`src/rtl/pipe_ctrl_pkg.sv`:
```
// Shared types and default constants for the pipeline control slice.
package pipe_ctrl_pkg;

    typedef enum logic [1:0] {
        MD_IDLE = 2'd0,
        MD_BUSY = 2'd1,
        MD_DONE = 2'd2
    } md_state_t;

    localparam logic [4:0] REG_ZERO = 5'd0;

    localparam int MULT_CYCLES_DEF = 4;
    localparam int DIV_CYCLES_DEF  = 32;
    localparam int CNT_W_DEF       = 6;
    localparam int PERF_W_DEF      = 32;

endpackage

```
`src/rtl/hazard_ctrl_md_occupancy.sv`:
```
// MULT/DIV occupancy tracker: IDLE -> BUSY (down-count) -> DONE, one DONE cycle per operation.
module md_occupancy
    import pipe_ctrl_pkg::*;
#(
    parameter int MULT_CYCLES = MULT_CYCLES_DEF,
    parameter int DIV_CYCLES  = DIV_CYCLES_DEF,
    parameter int CNT_W       = CNT_W_DEF
) (
    input  logic      clk,
    input  logic      rst,
    input  logic      issue_i,
    input  logic      is_div_i,
    output md_state_t state_o
);

    md_state_t        state_q, state_d;
    logic [CNT_W-1:0] cnt_q, cnt_d;
    logic [CNT_W-1:0] load_val;

    assign load_val = is_div_i ? CNT_W'(DIV_CYCLES - 1) : CNT_W'(MULT_CYCLES - 1);

    always_ff @(posedge clk or posedge rst) begin
        if (rst) begin
            state_q <= MD_IDLE;
            cnt_q   <= '0;
        end else begin
            state_q <= state_d;
            cnt_q   <= cnt_d;
        end
    end

    // The DONE cycle accepts a new issue, so back-to-back operations skip IDLE.
    always_comb begin
        state_d = state_q;
        cnt_d   = cnt_q;
        case (state_q)
            MD_IDLE, MD_DONE: begin
                state_d = MD_IDLE;
                cnt_d   = '0;
                if (issue_i) begin
                    cnt_d   = load_val;
                    state_d = (load_val == '0) ? MD_DONE : MD_BUSY;
                end
            end
            MD_BUSY: begin
                cnt_d = cnt_q - 1'b1;
                if (cnt_q <= CNT_W'(1)) begin
                    state_d = MD_DONE;
                end
            end
            default: begin
                state_d = MD_IDLE;
                cnt_d   = '0;
            end
        endcase
    end

    always_comb begin
        state_o = state_q;
    end

endmodule

```
`src/rtl/hazard_ctrl.sv`:
```
// Stall/flush sequencer for the 5-stage pipeline: prioritises mem wait, load-use, MD hazard, branch flush.
module hazard_ctrl
    import pipe_ctrl_pkg::*;
#(
    parameter int MULT_CYCLES = MULT_CYCLES_DEF,
    parameter int DIV_CYCLES  = DIV_CYCLES_DEF,
    parameter int CNT_W       = CNT_W_DEF,
    parameter int PERF_W      = PERF_W_DEF
) (
    input  logic              clk,
    input  logic              rst,
    input  logic [4:0]        rs_id,
    input  logic [4:0]        rt_id,
    input  logic              uses_rs_id,
    input  logic              uses_rt_id,
    input  logic              mem_read_ex,
    input  logic [4:0]        rd_ex,
    input  logic              md_start_id,
    input  logic              md_is_div_id,
    input  logic              md_read_id,
    input  logic              pc_bj,
    input  logic              dmem_req_mem,
    input  logic              dmem_ready,
    output logic              pc_write_en,
    output logic              nop_lock_id,
    output logic              flush_if_id,
    output logic              bubble_id_ex,
    output logic              freeze_all,
    output logic              md_busy,
    output logic              md_done,
    output logic [PERF_W-1:0] stall_count
);

    logic              mem_wait;
    logic              load_use;
    logic              md_hazard;
    logic              md_issue;
    md_state_t         md_state;
    logic [PERF_W-1:0] stall_count_q;

    assign mem_wait  = dmem_req_mem & ~dmem_ready;
    assign load_use  = mem_read_ex & (rd_ex != REG_ZERO)
                     & ((uses_rs_id & (rs_id == rd_ex)) | (uses_rt_id & (rt_id == rd_ex)));
    assign md_busy   = (md_state == MD_BUSY);
    assign md_done   = (md_state == MD_DONE);
    assign md_hazard = md_busy & (md_start_id | md_read_id);
    assign md_issue  = md_start_id & ~(mem_wait | load_use | md_hazard);

    md_occupancy #(
        .MULT_CYCLES(MULT_CYCLES),
        .DIV_CYCLES (DIV_CYCLES),
        .CNT_W      (CNT_W)
    ) u_md (
        .clk     (clk),
        .rst     (rst),
        .issue_i (md_issue),
        .is_div_i(md_is_div_id),
        .state_o (md_state)
    );

    // A branch seen during any stall is simply held in ID and flushed once the stall clears.
    always_comb begin
        pc_write_en  = 1'b1;
        nop_lock_id  = 1'b0;
        flush_if_id  = 1'b0;
        bubble_id_ex = 1'b0;
        freeze_all   = 1'b0;
        if (rst) begin
            pc_write_en  = 1'b0;
            nop_lock_id  = 1'b1;
            flush_if_id  = 1'b1;
            bubble_id_ex = 1'b1;
        end else if (mem_wait) begin
            freeze_all  = 1'b1;
            nop_lock_id = 1'b1;
            pc_write_en = 1'b0;
        end else if (load_use | md_hazard) begin
            nop_lock_id  = 1'b1;
            pc_write_en  = 1'b0;
            bubble_id_ex = 1'b1;
        end else if (pc_bj) begin
            flush_if_id = 1'b1;
        end
    end

    always_ff @(posedge clk or posedge rst) begin
        if (rst) begin
            stall_count_q <= '0;
        end else if (nop_lock_id && (stall_count_q != '1)) begin
            stall_count_q <= stall_count_q + 1'b1;
        end
    end

    assign stall_count = stall_count_q;

endmodule
```
`config.mk`:
```
export PLATFORM = sky130hd
export DESIGN_NAME = hazard_ctrl
export DESIGN_NICKNAME = d
export VERILOG_FILES = /design/src/rtl/pipe_ctrl_pkg.sv /design/src/rtl/hazard_ctrl_md_occupancy.sv /design/src/rtl/hazard_ctrl.sv
export SDC_FILE = /design/constraint.sdc
export NUM_CORES = 1
export LEC_CHECK = 0
export ABC_CLOCK_PERIOD_IN_PS = 2800
export BUFFER_PORTS_ARGS = -buffer_cell sky130_fd_sc_hd__buf_2
export CORE_MARGIN = 4
export CORE_UTILIZATION = 51
export CTS_CLUSTER_SIZE = 12
export DETAILED_ROUTE_END_ITERATION = 7
export GPL_ROUTABILITY_DRIVEN = 0
export MAX_ROUTING_LAYER = met4
export PLACE_DENSITY = 0.8
export SETUP_SLACK_MARGIN = 0.2
export SYNTH_ARGS = -nofsm -noshare
export SYNTH_HDL_FRONTEND = slang
export SYNTH_SLANG_ARGS = --single-unit
export TNS_END_PERCENT = 20
```
`constraint.sdc`:
```
create_clock -name clk -period 2.8 [get_ports clk]
set_clock_uncertainty 0.15 [all_clocks]
set_input_delay 0.42 -clock clk [delete_from_list [all_inputs] [get_ports clk]]
set_output_delay 0.42 -clock clk [all_outputs]
set_load 0.05 [all_outputs]
```
* Word level (Yosys, flattened, before mapping)
Index checks and enable logic that the tools add are counted.
** Word-level totals
- Bits of input ports :: 26
- Output and inout port bits :: 39
- Word-level logic and storage cells :: 52
- Register bits after elaboration :: 40
** Cells by class
- Eq/ne operators :: 6
- Mux-type cells :: 21
- $add $sub $neg :: 2
- Bitwise logic cells :: 14
- Reductions and logical operators :: 5
- Magnitude comparators :: 1
** Operators by type and width (count)
- $add A32 B1 Y32 const B :: 1
- $ne A32 B32 Y1 const B :: 1
- $mux W1 :: 14
- $pmux W6 S2 :: 1
- $eq A5 B5 Y1 :: 2
- $and A1 B1 Y1 :: 7
- $le A6 B1 Y1 const B :: 1
- $logic_not A6 Y1 :: 1
- $mux W2 :: 3
- $mux W6 :: 1
- $sub A6 B1 Y6 const B :: 1
- $mux W5 :: 1
- $or A1 B1 Y1 :: 5
- $reduce_bool A5 Y1 :: 1
- $pmux W2 S2 :: 1
- $eq A2 B1 Y1 const B :: 1
- $eq A2 B2 Y1 const B :: 1
- $logic_not A2 Y1 :: 1
- $ne A2 B1 Y1 const B :: 1
- $not A1 Y1 :: 2
- $reduce_or A2 Y1 :: 1
- $logic_and A1 B1 Y1 :: 1

* Depth between registers and ports, before layout
Gate-level depths: netlist (run 1).
- Word-level depth :: 10
- Mapped depth :: 11
- Mapped depth without buffers :: 10

* Modules after synthesis
Synthesis (run 1) repeated with hierarchy kept, for this count alone.
** Unflattened totals
- Cell total of the unflattened synthesis :: 218
- Area total of the unflattened synthesis :: 2239.6 um^2
** By module, submodules not included
- hazard_ctrl :: area each 1831.8 um^2, sequential area each 800.8 um^2, times used 1, cells an instance 181
- md_occupancy :: area each 407.9 um^2, sequential area each 200.2 um^2, times used 1, cells an instance 37

* Least setup slack after synthesis (run 1)
OpenSTA, ideal clock, no wires.
- Path kind :: input -> register
- From :: in rst
- To :: reg stall_count_q[5], in the netlist stall_count[5]
- Library setup time :: 0.142 ns
- Stages on the path :: 7
- Arrival time :: 2.575 ns
- Buffers on the path :: 1
- Required time :: 2.508 ns
- Slack :: -0.066 ns
- Path through :: inv_1 nand2_2 inv_2 nor2_2 buf_6 nand4_1 xnor2_1
** On the way
- Word-level cells in the longest chain between the ends :: 2
** Ends and longest elaborated chain
- from (decl) :: RTL line hazard_ctrl.sv:11 : input logic rst,
- $mux W1 :: RTL line hazard_ctrl.sv:68 : if (rst) begin
- net nop_lock_id :: RTL line hazard_ctrl.sv:25 : output logic nop_lock_id,
- $logic_and A1 B1 Y1 :: RTL line hazard_ctrl.sv:89 : end else if (nop_lock_id && (stall_count_q != '1)) begin
- to (signal assigned) :: RTL line hazard_ctrl.sv:90 : stall_count_q <= stall_count_q + 1'b1;
- to (decl) :: RTL line hazard_ctrl.sv:39 : logic [PERF_W-1:0] stall_count_q;
The timed path passes the listed nets, and every way through them passes these cells.
A chain may end at the register's enable or synchronous reset.

* Final worst setup path (run 1)
- From :: in rd_ex[1]
- To :: out pc_write_en
** On the way
- Word-level cells in the longest chain between the ends :: 8
- Elaborated cells between the ends (all ways) :: 12
- Those cells by class :: eq/ne: 2; mux: 3; bitwise: 6; reduce/logical: 1
** Ends and longest elaborated chain
- from (decl) :: RTL line hazard_ctrl.sv:17 : input logic [4:0] rd_ex,
- $eq A5 B5 Y1 :: RTL line hazard_ctrl.sv:43 : & ((uses_rs_id & (rs_id == rd_ex)) | (uses_rt_id & (rt_id == rd_ex)));
- $and A1 B1 Y1 :: RTL line hazard_ctrl.sv:43
- $or A1 B1 Y1 :: RTL line hazard_ctrl.sv:43
- $and A1 B1 Y1 (*) :: RTL line hazard_ctrl.sv:43
- $or A1 B1 Y1 (*) :: RTL line hazard_ctrl.sv:77 : end else if (load_use | md_hazard) begin
- $mux W1 (*) :: RTL line hazard_ctrl.sv:77
- $mux W1 (*) :: RTL line hazard_ctrl.sv:73 : end else if (mem_wait) begin
- $mux W1 (*) :: RTL line hazard_ctrl.sv:68
- to (decl) :: RTL line hazard_ctrl.sv:24 : output logic pc_write_en,
Mark *: on every way between the ends. The rest lies on a longest branch, timed or not.

==> out/results.tsv, run 1 <==
metric	value	unit
post-route ant nets	0	
post-CTS setup buffer count	0	
initial antenna violation count	0	
H-Tree Depth	2	
register area share after synthesis	47.8	%
internal power	1.21	mW
clock share of power	22.6	%
CP required	2.23	ns
Num CTS Buffers	5	
Switching Share	41.2	%
Max IR drop VDD	0.627	mV
remaining global-route overflow	0	
setup violators final	0	
most common cell after layout, fill and taps aside	buf_2	
port bufs	64	
Cells after DPL	311	
Chip Height	72.1	um
via count	1662	
Slew Viols, Final	0	
final wirelength	4410	um
Finished Cell Area	0.00260	mm^2
Initial Utilization	52.4	%
Final Total Pwr	2.06	mW
DR vias/cell	5.21	
CTS tree	built	
Comb pwr share	39.3	%
most frequent cells in the layout	buf_2, xnor2_1, dfrtp_1	
min Tclk post-route	2.54	ns
# diodes	0	
critical path arrival	1.97	ns
GR Util All Layers	18.9	%
outcome	completed	
Synth Area per Inst	10.5	um^2
Ports	65	
Startpoint Class	primary input	
Flop pwr share	38.1	%
synth unique cells	35	
initial DRC count	72	
final hold viol count	0	
Synth Register Bits	40	
critical path's top delay family	simple AND/OR/NAND/NOR gates	
DP Area	0.00248	mm^2
Sink Count	40	
RSZ-0062 raised after global routing	yes	
first-pass GRT wire length	7550	um
Die Area	0.00520	mm^2
Cell Area, Synth	0.00209	mm^2
drc violations	0	
FMAX	394	MHz
Core Region	0.00400	mm^2
half-perimeter wire length after placement	3380	um
fraction of layout cells with a size suffix above 1	32.3	%
nets@finish	297	
largest net degree at the start of global routing	44	
Critical Path Sink Type	output pin	
max cap viols	0	
hold slack final	0.180	ns
routed len/inst	13.8	um
pwr/cell area	794	mW/mm^2
maximum clock insertion buffer count	2	
Tightest Hold Check Type	primary input to async pin	
P_leak	1.28	nW
first drt pass iteration count	4	
crit-path max FO	4	
Syn Inst Count	199	
Synth Warn #	0	
slew of the pin with the lowest slew margin	0.610	ns
Finished Layout Cells	319	
CP Cell Sequence	buf_2 -> or4_1 -> o21ai_1 -> inv_1 -> and2_4 -> nor3_4 -> nand2_4 -> inv_4 -> buf_4	
Slowest cell on crit path	or4_1	
Clk Tree Root Cell	clkbuf_8	
vias in the first global route	1647	
CP Class	primary input to output pin	
# rows	23	
area growth from synthesis to layout	24.1	%
Critical Path Max Stage Delay	0.54	ns
FILL cells	321	
max_slew headroom	59.2	%
syn_nets	228	
clock-pin slew on the worst setup and hold paths	0.08	ns
NetSw	0.850	mW
Clock Latency Late Sink	0.29	ns
die width	72.1	um
setup TNS	0	ns
Bufs and invs on worst path	4	
crit share post-route	90.7	%
-- sequential cells by signal (all words and copies together), names as in the netlist --
| signal | count |
|---|---|
| stall_count | 32 |
| u_md.cnt_q | 6 |
| u_md.state_o | 2 |
-- cell type report --
class	instances	area [um^2]	share of cell area (%)
clock inverters	2	35.0	1.35
inverters	7	32.5	1.25
flip-flops and latches	40	1000	38.5
repair buffers	68	355	13.7
clock buffers	6	72.6	2.79
multi-input cells	146	1040	40.0
well taps	50	62.6	2.41
-- stage by stage --
stage | utilization [%] | setup WS [ns]
3_3_place_gp | 62.0 | 0.0674
4_1_cts | 64.8 | 0.249
3_5_place_dp | 62.0 | -0.0185
6_report | 65.0 | 0.260
2_1_floorplan | - | 0.188
5_1_grt | 65.0 | 0.158
-- power by group through the flow --
stage / Combinational [mW] / Clock (mW) / Sequential (mW)
after floorplan: 0.458 / 0 / 0.960
after global placement: 0.792 / 0 / 0.789
after detailed placement: 0.812 / 0 / 0.792
after CTS: 0.819 / 0.475 / 0.784
after global routing: 0.884 / 0.500 / 0.798
final: 0.810 / 0.466 / 0.786
-- timing repair --
item,CTS,global route
setup endpoints to repair,2,20
hold buffers,0,0
pin swaps,1,0
gates resized for setup,2,1
-- Yosys cell counts --
| library cell | instances | share of area [%] |
|---|---|---|
| or4_1 | 1 | 0.36 |
| and3_1 | 14 | 4.2 |
| o21ai_0 | 7 | 1.7 |
| xor2_1 | 4 | 1.7 |
| nor4b_1 | 1 | 0.42 |
| nor4_2 | 1 | 0.60 |
| nand4b_1 | 1 | 0.42 |
| nand2_1 | 13 | 2.3 |
| and4_1 | 3 | 1.3 |
| nor2_2 | 1 | 0.30 |
| nand2_2 | 1 | 0.30 |
| buf_1 | 1 | 0.18 |
| clkbuf_1 | 3 | 0.54 |
| nand3_1 | 11 | 2.6 |
| mux2_1 | 1 | 0.54 |
| nand4_1 | 14 | 4.2 |
| buf_6 | 2 | 1.1 |
| nor2b_1 | 2 | 0.60 |
| nand4_2 | 2 | 1.2 |
| nand2b_1 | 1 | 0.30 |
| nor2_1 | 9 | 1.6 |
| nand3_2 | 2 | 0.96 |
| nand3b_1 | 1 | 0.36 |
| o22ai_1 | 1 | 0.30 |
| dfrtp_1 | 40 | 48 |
| xnor2_1 | 41 | 17 |
| nor3_4 | 1 | 0.78 |
| inv_2 | 1 | 0.18 |
| nor3_1 | 1 | 0.24 |
| and2_4 | 1 | 0.42 |
| o21ai_1 | 1 | 0.24 |
| ha_1 | 3 | 1.8 |
| nor3b_2 | 1 | 0.60 |
| inv_1 | 6 | 1.1 |
| and2_1 | 6 | 1.8 |
-- logic make-up after synthesis --
kind of cell               count (synthesis)  synth area share [%]
muxes                                      1                 0.538
and+or+nand+nor                           88                  25.8
xor gates and xnor gates                  45                  18.8
adders and majority gates                  3                  1.79
AOI/OAI and AO/OA                          9                  2.21
DFF                                       40                  47.8
buffers and inverters                     13                  3.05
-- routing by layer --
metal	share of wire (%)	GRT usage, %
met5	0	-
met3	5.6	4.02
met4	1.2	6.68
met1	44	24.1
met2	49	29.9
-- worst register-to-register path, delay by kind of cell (launching register included) --
family        cells  cell delay [ns]
simple gates      5             1.36
flops             1             0.43
xor+xnor          1             0.22
-- path summary, 6_finish.rpt --
kind                                                  from                     endpoint  slack [ns]  cells after the start
worst max-delay path                              rd_ex[1]                  pc_write_en        0.26                      9
worst min-delay path                                   rst   stall_count[1]$_DFFE_PP0P_        0.18                      3
worst max register to register  stall_count[3]$_DFFE_PP0P_  stall_count[24]$_DFFE_PP0P_        0.56                      6
worst min register to register  stall_count[2]$_DFFE_PP0P_   stall_count[2]$_DFFE_PP0P_        0.36                      1
max in group asynchronous                              rst  stall_count[20]$_DFFE_PP0P_        1.97                      3
min in group clk                               md_start_id      u_md.cnt_q[0]$_DFF_PP0_        0.32                      3
Note: power is estimated with default switching activity, not from simulation.
==> run 2, diff against run 1 <==
Settings changed: BUFFER_PORTS_ARGS -buffer_cell sky130_fd_sc_hd__buf_2 to not set, CORE_UTILIZATION 51 to 55, DONT_BUFFER_PORTS set to 1, PLACE_DENSITY 0.8 to 0.7.
==> out/results.tsv, run 2 (same netlist as run 1, synthesis figures left out) <==
metric	value	unit
outcome	completed	
Critical Path Sink Type	output pin	
area growth from synthesis to layout	21.9	%
critical path's top delay family	simple AND/OR/NAND/NOR gates	
Num CTS Buffers	5	
Max IR drop VDD	0.527	mV
DR vias/cell	5.65	
pwr/cell area	827	mW/mm^2
Critical R2R Launch	u_md.state_o[1]$_DFFE_PP0P_	
CP Class	primary input to output pin	
first-pass GRT wire length	7930	um
max cap viols	0	
most common cell after layout, fill and taps aside	xnor2_1	
Die Area	0.00486	mm^2
H-Tree Depth	2	
Initial Utilization	57.2	%
origin of the worst setup path	rd_ex[1]	
most frequent cells in the layout	xnor2_1, dfrtp_1, buf_4	
R2R cell count	8	
fraction of layout cells with a size suffix above 1	24.6	%
min Tclk post-route	2.49	ns
Bufs and invs on worst path	2	
# diodes	0	
GR Util All Layers	20.5	%
Slew Viols, Final	0	
final hold viol count	0	
crit-path max FO	4	
Ports	65	
Finished Layout Cells	288	
FMAX	402	MHz
Tightest Hold Check Type	primary input to async pin	
die width	69.7	um
max_slew headroom	57.3	%
initial DRC count	107	
initial antenna violation count	0	
setup TNS	0	ns
Cells after DPL	280	
drc violations	0	
Reg2Reg Setup Slack	0.51	ns
hold slack final	0.0467	ns
Critical Path Max Stage Delay	0.51	ns
CP Cell Sequence	or4_1 -> o21ai_1 -> inv_1 -> and2_4 -> nor3_4 -> nand2_1 -> nand2_1 -> buf_4	
maximum clock insertion buffer count	2	
port bufs	0	
FILL cells	278	
post-route ant nets	0	
Slowest cell on crit path	or4_1	
remaining global-route overflow	0	
nets@finish	268	
RSZ-0062 raised after global routing	no	
via count	1628	
Clock Latency Late Sink	0.29	ns
hold buffers post-CTS	0	
max reg flops	32	
FF-to-FF End	stall_count[30]$_DFFE_PP0P_	
routed len/inst	16.0	um
CP most frequent cell	nand2_1	
CP required	2.23	ns
crit share post-route	88.9	%
clock-pin slew on the worst setup and hold paths	0.08	ns
Chip Height	69.7	um
final wirelength	4600	um
# rows	22	
Core Region	0.00366	mm^2
setup violators final	0	
half-perimeter wire length after placement	3540	um
CTS tree	built	
P_leak	1.18	nW
slew of the pin with the lowest slew margin	0.638	ns
largest net degree at the start of global routing	44	
Sink Count	40	
critical path arrival	1.92	ns
Startpoint Class	primary input	
vias in the first global route	1754	
Clk Tree Root Cell	clkbuf_8	
first drt pass iteration count	4	
-- run 2: cell count changes in the layout (fill, tap and decap cells not counted) --
cell / before / now
clkbuf_1: 1 / 0
clkbuf_8: 5 / 7
clkinv_2: 1 / 0
buf_2: 62 / 0
buf_4: 6 / 39
-- run 2: worst register-to-register path, stage by stage (launching register included) --
cell	delay [ns]
dfrtp_1	0.37
nand2b_1	0.26
nor2_1	0.28
nor3_4	0.09
nand2_4	0.09
inv_4	0.04
nor3b_2	0.55
nand3_1	0.20
xnor2_1	0.16
-- run 2: metal layers --
metal	vias up	wire, um	GRT usage (%)
met5	-	0	-
met3	8	378	7.10
li1	759	-	-
met2	75	2290	34.1
met1	786	1850	23.2
met4	0	76	6.81
-- run 2: layout make-up --
cell class	count	area, um^2	area share (%)
multi-input combinational	146	1040	40.7
sequential	40	1000	39.2
timing repair buffer	39	293	11.5
clock buffer	7	96.3	3.77
tap	48	60.1	2.35
inverter	7	32.5	1.27
clock inverter	1	30.0	1.18
-- run 2: through the flow --
stage	area (um^2)	worst slack [ns]	total power, mW	utilization [%]
after floorplan	2110	0.188	1.42	-
after global placement	2420	0.235	1.57	66.1
after detailed placement	2420	0.129	1.61	66.1
after CTS	2550	0.270	2.12	69.6
after global routing	2550	0.234	2.24	69.7
final	2550	0.310	2.11	69.7
-- run 2: what timing repair did --
item,in CTS,in global routing
buffers inserted,0,0
gates resized for setup,0,1
setup endpoints to repair,0,22
-- run 2: power by group --
group / leakage [nW] / switching [mW] / internal, mW / total [mW]
registers: 0.537 / 0.0681 / 0.684 / 0.752
logic: 0.577 / 0.580 / 0.270 / 0.850
clock network: 0.0645 / 0.194 / 0.314 / 0.508
-- run 2: how the worst max path moves through the flow --
stage	depth (start not counted)	end
final	8	flush_if_id
after global routing	8	flush_if_id
after CTS	8	stall_count[10]$_DFFE_PP0P_
after detailed placement	10	stall_count[27]$_DFFE_PP0P_
after global placement	10	stall_count[11]$_DFFE_PP0P_
after floorplan	6	stall_count[22]$_DFFE_PP0P_
